## src/rtl/perips_intc.sv

```systemverilog
// perips_intc: latches peripheral interrupt lines as pending bits and arbitrates them by fixed priority onto one core request, with claim/complete registers.
// Latency: pending is visible 1 cycle after the source; irq_o follows 1 cycle later; register reads return data 1 cycle after the strobe.
// Backpressure: none; the bus strobes are single-cycle and always accepted, and irq_o stays low while an ID is in service.
`ifndef DATA_BUS_WIDTH
`define DATA_BUS_WIDTH 32
`endif

module perips_intc #(
  parameter int NUM_IRQ = 8
) (
  input  logic                       clk_i,
  input  logic                       rst_i,
  input  logic [7:0]                 addr_i,
  input  logic                       data_rd_i,
  input  logic                       data_we_i,
  input  logic [`DATA_BUS_WIDTH-1:0] data_i,
  output logic [`DATA_BUS_WIDTH-1:0] data_o,
  input  logic [NUM_IRQ-1:0]         irq_src_i,
  output logic                       irq_o
);

  localparam int DW = `DATA_BUS_WIDTH;

  localparam logic [7:0] ADDR_IER      = 8'h00;
  localparam logic [7:0] ADDR_IPR      = 8'h04;
  localparam logic [7:0] ADDR_TRIG     = 8'h08;
  localparam logic [7:0] ADDR_CLAIM    = 8'h0C;
  localparam logic [7:0] ADDR_COMPLETE = 8'h10;
  localparam logic [7:0] ADDR_STATUS   = 8'h14;

  typedef enum logic [1:0] {
    ST_IDLE    = 2'd0,
    ST_ASSERT  = 2'd1,
    ST_SERVICE = 2'd2
  } state_e;

  state_e               state_q, state_d;
  logic [NUM_IRQ-1:0]   ier_q, ier_d;
  logic [NUM_IRQ-1:0]   ipr_q, ipr_d;
  logic [NUM_IRQ-1:0]   trig_q, trig_d;
  logic [NUM_IRQ-1:0]   irq_src_q;
  logic [7:0]           active_id_q, active_id_d;
  logic [DW-1:0]        data_d;
  logic                 irq_d;

  logic [NUM_IRQ-1:0]   req;
  logic [NUM_IRQ-1:0]   win_oh;
  logic [7:0]           win_id;
  logic [NUM_IRQ-1:0]   irq_set;
  logic [NUM_IRQ-1:0]   irq_clr;
  logic                 claim_rd;
  logic                 claim_ok;
  logic                 complete_wr;
  logic                 unused_data;

  // Only the low data bits carry meaning for these registers.
  assign unused_data = ^data_i;

  assign req         = ipr_q & ier_q;
  assign claim_rd    = data_rd_i && (addr_i == ADDR_CLAIM);
  assign claim_ok    = claim_rd && (state_q == ST_ASSERT) && (|req);
  assign complete_wr = data_we_i && (addr_i == ADDR_COMPLETE);

  // Fixed priority: lowest index wins, so scan downwards and keep the last hit.
  always_comb begin
    win_oh = '0;
    win_id = '0;
    for (int i = NUM_IRQ - 1; i >= 0; i--) begin
      if (req[i]) begin
        win_oh    = '0;
        win_oh[i] = 1'b1;
        win_id    = 8'(i + 1);
      end
    end
  end

  // Pending update: new set requests override same-cycle software or claim clears.
  always_comb begin
    irq_set = (trig_q & irq_src_i & ~irq_src_q) | (~trig_q & irq_src_i);
    irq_clr = '0;
    if (data_we_i && (addr_i == ADDR_IPR)) irq_clr = irq_clr | data_i[NUM_IRQ-1:0];
    if (claim_ok)                          irq_clr = irq_clr | win_oh;
    ipr_d  = (ipr_q & ~irq_clr) | irq_set;
    ier_d  = (data_we_i && (addr_i == ADDR_IER))  ? data_i[NUM_IRQ-1:0] : ier_q;
    trig_d = (data_we_i && (addr_i == ADDR_TRIG)) ? data_i[NUM_IRQ-1:0] : trig_q;
  end

  // Read mux samples pre-write register values; data_o holds when not reading.
  always_comb begin
    data_d = data_o;
    if (data_rd_i) begin
      data_d = '0;
      case (addr_i)
        ADDR_IER:    data_d[NUM_IRQ-1:0] = ier_q;
        ADDR_IPR:    data_d[NUM_IRQ-1:0] = ipr_q;
        ADDR_TRIG:   data_d[NUM_IRQ-1:0] = trig_q;
        ADDR_CLAIM:  if (claim_ok) data_d[7:0] = win_id;
        ADDR_STATUS: begin
          data_d[15:8] = active_id_q;
          data_d[1:0]  = state_q;
        end
        default:     data_d = '0;
      endcase
    end
  end

  // Service FSM next state; irq_o is registered straight from the ASSERT state.
  always_comb begin
    state_d     = state_q;
    active_id_d = active_id_q;
    case (state_q)
      ST_IDLE: begin
        if (|req) state_d = ST_ASSERT;
      end
      ST_ASSERT: begin
        if (!(|req)) begin
          state_d = ST_IDLE;
        end else if (claim_ok) begin
          state_d     = ST_SERVICE;
          active_id_d = win_id;
        end
      end
      ST_SERVICE: begin
        if (complete_wr && (data_i[7:0] == active_id_q)) begin
          state_d     = ST_IDLE;
          active_id_d = '0;
        end
      end
      default: state_d = ST_IDLE;
    endcase
    irq_d = (state_d == ST_ASSERT);
  end

  // FSM state register.
  always_ff @(posedge clk_i) begin
    if (rst_i) state_q <= ST_IDLE;
    else       state_q <= state_d;
  end

  // Register file, source history and registered outputs.
  always_ff @(posedge clk_i) begin
    if (rst_i) begin
      ier_q       <= '0;
      ipr_q       <= '0;
      trig_q      <= '0;
      irq_src_q   <= '0;
      active_id_q <= '0;
      data_o      <= '0;
      irq_o       <= 1'b0;
    end else begin
      ier_q       <= ier_d;
      ipr_q       <= ipr_d;
      trig_q      <= trig_d;
      irq_src_q   <= irq_src_i;
      active_id_q <= active_id_d;
      data_o      <= data_d;
      irq_o       <= irq_d;
    end
  end

endmodule

```

## config.mk

```make
export PLATFORM = sky130hd
export DESIGN_NAME = perips_intc
export DESIGN_NICKNAME = d
export VERILOG_FILES = /design/src/rtl/perips_intc.sv
export SDC_FILE = /design/constraint.sdc
export NUM_CORES = 1
export LEC_CHECK = 0
export ABC_AREA = 1
export ABC_CLOCK_PERIOD_IN_PS = 1300
export CAP_MARGIN = 5
export CORE_ASPECT_RATIO = 1.1
export CORE_UTILIZATION = 42
export DETAILED_ROUTE_END_ITERATION = 12
export PLACE_DENSITY = 0.73
export SLEW_MARGIN = 20
export SYNTH_ARGS = -nofsm -noshare
export SYNTH_HDL_FRONTEND = slang
export SYNTH_SLANG_ARGS = --single-unit
```

## constraint.sdc

```tcl
create_clock -name clk_i -period 1.3 [get_ports clk_i]
set_input_delay 0.26 -clock clk_i [delete_from_list [all_inputs] [get_ports clk_i]]
set_output_delay 0.26 -clock clk_i [all_outputs]
set_load 0.02 [all_outputs]
```

-- Word-level counts from Yosys, hierarchy flattened
Index checks and enable logic that the tools add are counted.
- output and inout bits: 33
- bits of input ports: 52
- flip-flop bits (word level): 59
- word-level logic and storage cells: 75
- multiplexer cells: 31
- bitwise operators: 11
- reduce and logical (&&, ||, !) cells: 13
- equal/unequal tests: 12
- operators with widths (cell ; count):
    $mux 8 ; 22
    $and 8x8->8 ; 5
    $not 8->8 ; 3
    $or 8x8->8 ; 3
    $pmux 6 s4 ; 1
    $eq 8x4->1 const B ; 2
    $eq 8x5->1 const B ; 2
    $pmux 8 s2 ; 1
    $pmux 2 s5 ; 1
    $eq 8x3->1 const B ; 1
    $eq 8x8->1 ; 1
    $logic_and 1x1->1 ; 8
    $logic_not 8->1 ; 1
    $mux 2 ; 4
    $reduce_or 8->1 ; 1
    $pmux 2 s3 ; 1
    $eq 2x1->1 const B ; 2
    $mux 4 ; 1
    $ne 2x2->1 const B ; 2
    $reduce_and 4->1 ; 1
    $eq 2x2->1 const B ; 1
    $logic_not 2->1 ; 1
    $ne 2x1->1 const B ; 1
    $reduce_bool 2->1 ; 1

-- Logic depth before layout (Yosys ltp)
- depth in word-level cells: 14
- gate-level depth with buffers: 12
- depth with buffers taken out: 12

-- Least setup slack after synthesis
No wires, ideal clock.
- kind: register to register
- from: register ipr_q[5]
- to: register active_id_q[0]
- arrival time: 1.139 ns
- cell stages (with the launch flop): 11
- library setup time: 0.113 ns
- clock period less this slack: 1.252 ns
- setup slack: 0.048 ns
- required time: 1.187 ns
- buffers on the path: 0
- path through: dfxtp_1 > nand2_1 > nand2_1 > nor2_2 > nand2_2 > nand3_2 > nand2_2 > nand2_4 > nand2_1 > nand2_1 > nor2_1
- word-level cells in the longest chain between the ends: 10
- elaborated cells on any way between the ends: 15
- classes of those cells: 2 x eq/ne; 9 x mux; 1 x bitwise; 3 x reduce/logical
- RTL lines (item ; RTL line ; text):
    start: declaration ; 39 ; logic [NUM_IRQ-1:0] ipr_q, ipr_d;
    start signal: assignment ; 152 ; ipr_q <= ipr_d;
    $and 8x8->8 * ; 59 ; assign req = ipr_q & ier_q;
    $mux 8 (6 in a row) ; 69 ; if (req[i]) begin
    $mux 8 ; 118 ; end else if (claim_ok) begin
    $mux 8 ; 116 ; if (!(|req)) begin
    $pmux 8 s2 ; 111 ; case (state_q)
    end signal: assignment ; 155 ; active_id_q <= active_id_d;
    end: declaration ; 42 ; logic [7:0] active_id_q, active_id_d;
Mark *: on every way between the ends. The rest lies on a longest branch, timed or not. The select of a mux whose other input is x is not followed.
A chain may end at the register's enable or synchronous reset.

-- Worst setup path after layout
- from: register state_q[1]
- to: register ipr_q[0]
- word-level cells in the longest chain between the ends: 7
- RTL lines (item ; RTL line ; text):
    start: declaration ; 37 ; state_e state_q, state_d;
    start signal: assignment ; 137 ; else state_q <= state_d;
    $eq 2x1->1 ; 61 ; assign claim_ok = claim_rd && (state_q == ST_ASSERT) && (|req);
    $logic_and 1x1->1 (2 in a row) ; 61 ;
    $mux 8 ; 82 ; if (claim_ok) irq_clr = irq_clr | win_oh;
    $not 8->8 ; 83 ; ipr_d = (ipr_q & ~irq_clr) | irq_set;
    $and 8x8->8 ; 83 ;
    $or 8x8->8 ; 83 ;
No other way between the ends.

==> summary by stage <==
Run status
The flow ran to the end, but the final reports show violations. The checks that failed: negative setup slack.

Worst setup path
On the critical path, the stage with the largest delay is an instance of dfxtp_2. Of all nets on the critical path, the largest fanout is 6. The critical path is of the register to register type. The launching element type of the critical path is a register.

The largest single stage delay on the critical path is 0.33 ns. The worst path arrival time is 1.54 ns. STA classifies the critical path endpoint as a register. The critical path goes through inv_2 > nand2_4 > nor2_4 > nand3_4 > a21oi_4 > buf_6 > nand2_2 > nand3_2 > o21ai_1.

The number of buffers and inverters on the critical path is 2. For the worst setup path, the data required time is 1.51 ns. Broken down by cell family, the worst path's largest delay share belongs to simple AND/OR/NAND/NOR gates.

Final layout
Relative to the synthesized area, the layout overhead comes to 52.0%. In the final design database the tool counted 586 nets. The design area is 4160 sq um.

The filler cell count in the final layout is 564. The final instance count without filler cells is 615. The total inserted antenna cells is 0.

The post-route netlist has 36.4% of its cells at a drive strength greater than 1.

Power
In this run the power density over the cells is 727 nW/um^2. After layout, the design draws a total of 3020 uW. IR analysis of the VDD net gives a maximum drop of 0.449 mV.

The standby leakage power is 0.00207 uW.

Detailed routing
The first-pass iteration count of the detailed router is 5. The final routed DRC violation total is 0. The average wire per standard cell is 13.7 microns. The remaining antenna violation count is 0. Dividing the detail-routed via count by the number of cells gives 4.97.

After the first detailed-routing iteration, the DRC count stood at 168. Wires add up to 8430 microns. The final route contains 3058 vias.

Global route
For this run, global-route usage on met2 was measured as 44.5%. Across every metal layer, demand over resource in global routing totals 24.6%. Global routing consumed, on the met1 layer, 29.4% of the routing resources. The number of antenna violations at the first check in global routing is 0. After global routing, the most crowded layer is met2. Global routing finished with a remaining overflow of 0. The number of global-route vias before repair was 2764. For met3 alone, demand over resource in global routing was 3.68%. The first global-routing pass estimated 13100 microns of wire.

Entering global routing, the biggest net connects 26 pins.

Placed design
The cell area reported after detailed placement is 3660 sq um. The number of placed instances with taps included is 594. OpenSTA, run right after detailed placement, puts the worst setup slack at -0.576 ns. At the end of routability-driven placement, the weighted congestion stood at 0.929.

The estimated wirelength of the detail-placed design is 6090 microns. Port buffering added 40 buffers.

Synth
The share of Yosys cell area claimed by the top area cell type is 37.3%. The post-synthesis register bit count is 51. After synthesis, the largest family of logic cells by area is simple AND/OR/NAND/NOR gates. The dominant synthesized flop cell is dfxtp_1. By area the synthesized netlist is led by dfxtp_1, nand2_1, buf_4. Summing the areas of all compound-gate instances in the mapped netlist gives 11.7% of the synthesized area. The fraction of the yosys area taken by sequential cells is 37.3%. After synthesis, the mean cell area works out to 6.59 sq um.

The number of enable flip-flop cells after synthesis is 0. Summing the areas of all fa, ha and maj instances in the mapped netlist gives 0% of the synthesized area. Of the total synthesized cell area, the portion taken by AND, OR, NAND and NOR gates is 35.9%. By instance count, the leading cell after synthesis is nand2_1.

Multiplexer cells account for 0% of the synthesized area. Counting flops with an async set or reset pin after synthesis yields a share of 0%. The cell area after synthesis is 2740 sq um. Counting distinct cell types in the post-synthesis netlist gives 30. The largest total area in the synthesized netlist belongs to dfxtp_1. The count of yosys warnings during synthesis is 0. Ranked by instance count, the synthesized netlist is headed by nand2_1, dfxtp_1, inv_1.

The fraction of synthesized cell area in xor and xnor cells is 0.320%. Synthesis handed over a netlist of 415 instances.

Die
In this run the vertical extent of the chip is 86.7 microns. The area of the core is 6230 sq um. For this configuration, the core starts out at a cell density of 43.9%. In this run the count of I/O pins placed on the die edge is 85. The die covers 6840 sq um. The die span in x is 79.0 microns. The floorplan row count is 30.

Clock network
After clock tree synthesis, the clock-pin slew on the worst setup and hold paths is 0.09 ns. The root cell of the clock tree is clkbuf_8. TritonCTS built the clock tree. The worst-case clock buffer depth is 2. In this run, CTS created clock tree buffers numbering 5.

For the worst-skew pair, the clock arrives at the later sink with an insertion delay of 0.31 ns. The number of hold buffers added after cts is 0. For this design, the sink count on the clock tree is 51. The maximum level of the CTS H-tree is 2.

Timing
Setup violations remaining at the end of the flow were counted as 6. The final worst-path cycle share is 102%. Derived from the worst setup path, the maximum achievable clock frequency is 752 MHz. The final count of hold timing violations was 0.

Hold is met by 0.401 ns. The final worst-path setup slack is -0.0306 ns. The shortest clock period the worst path allows after layout is 1.33 ns. Setup repair after global routing could not meet its margin everywhere.

The count of final max-slew check failures is 0. The final worst clock skew is 0.00620 ns.

Worst hold path
The classification of the worst-slack hold path is input port to register.

Flow run
Max-cap violations in this run came to 0.
routing by layer:
layer  up-vias  wire, microns
met4         0            212
met5         -              0
li1       1496              -
met2       106           4340
met1      1438           3470
met3        18            407
cell families after synthesis:
group | count (synthesis)
and+or+nand+nor | 221
buffers and inverters | 81
AOI/OAI and AO/OA | 60
DFF | 51
xor gates and xnor gates | 1
other | 1
metrics by stage:
stage                     utilization [%]  setup TNS, ns
after floorplan                         -              0
after global placement               58.8         -18.25
after detailed placement             58.8         -19.06
after CTS                            62.9        -0.0404
after global routing                 66.8          -1.27
final                                66.8        -0.0947
worst min-delay path, delay by kind of cell:
kind,cells,cell delay (ns)
compound gates,1,0.06
simple gates,2,0.12
buf+inv,1,0.24
timing repair:
| item | in CTS | in global routing |
|---|---|---|
| pin swaps | 18 | 21 |
| setup endpoints to repair | 53 | 23 |
| setup buffers | 8 | 6 |
| gates resized for setup | 78 | 62 |
layout by cell type (no fill, tap or decap), drive strengths merged, types with 2 or more instances in the layout:
| cell | instances |
|---|---|
| nand2 | 130 |
| buf | 83 |
| nor2 | 53 |
| dfxtp | 51 |
| inv | 49 |
| a21oi | 31 |
| dlygate4sd2 | 29 |
| nand3 | 29 |
| o21ai | 26 |
| conb | 20 |
| clkdlybuf4s50 | 10 |
| clkbuf | 7 |
| nor3 | 5 |
| clkinv | 3 |
| nand4 | 2 |
| a211oi | 2 |
worst paths after layout:
check | slack (ns) | startpoint | cells after the start | endpoint
setup / recovery | -0.03 | state_q[1]$_SDFF_PP0_ | 9 | ipr_q[0]$_SDFF_PP0_
hold / removal | 0.40 | data_i[4] | 4 | ipr_q[4]$_SDFF_PP0_
setup reg to reg | -0.03 | state_q[1]$_SDFF_PP0_ | 9 | ipr_q[0]$_SDFF_PP0_
hold reg to reg | 0.46 | data_o[9]$_SDFFE_PP0P_ | 2 | data_o[9]$_SDFFE_PP0P_
registers in the layout, indices dropped and copies added (netlist names):
| name | count |
|---|---|
| active_id_q | 4 |
| state_q | 2 |
| trig_q | 8 |
| irq_o | 1 |
| ipr_q | 8 |
| ier_q | 8 |
| irq_src_q | 8 |
| data_o | 12 |
layout make-up:
cell class | instances | area [sq um] | area share (%)
inverters | 51 | 201 | 4.84
repair buffers | 123 | 1040 | 25.1
clock buffers | 7 | 86.3 | 2.08
well taps | 80 | 100 | 2.41
clock inverters | 1 | 8.76 | 0.211
multi-input cells | 302 | 1680 | 40.3
flip-flops and latches | 51 | 1040 | 25.1
where the power goes:
group	leakage, uW	internal [uW]	switching, uW
sequential	0.000422	1600	22.5
combinational	0.00160	184	236
clock	0.0000484	437	541
No activity file was read; power rests on OpenSTA's default activity.
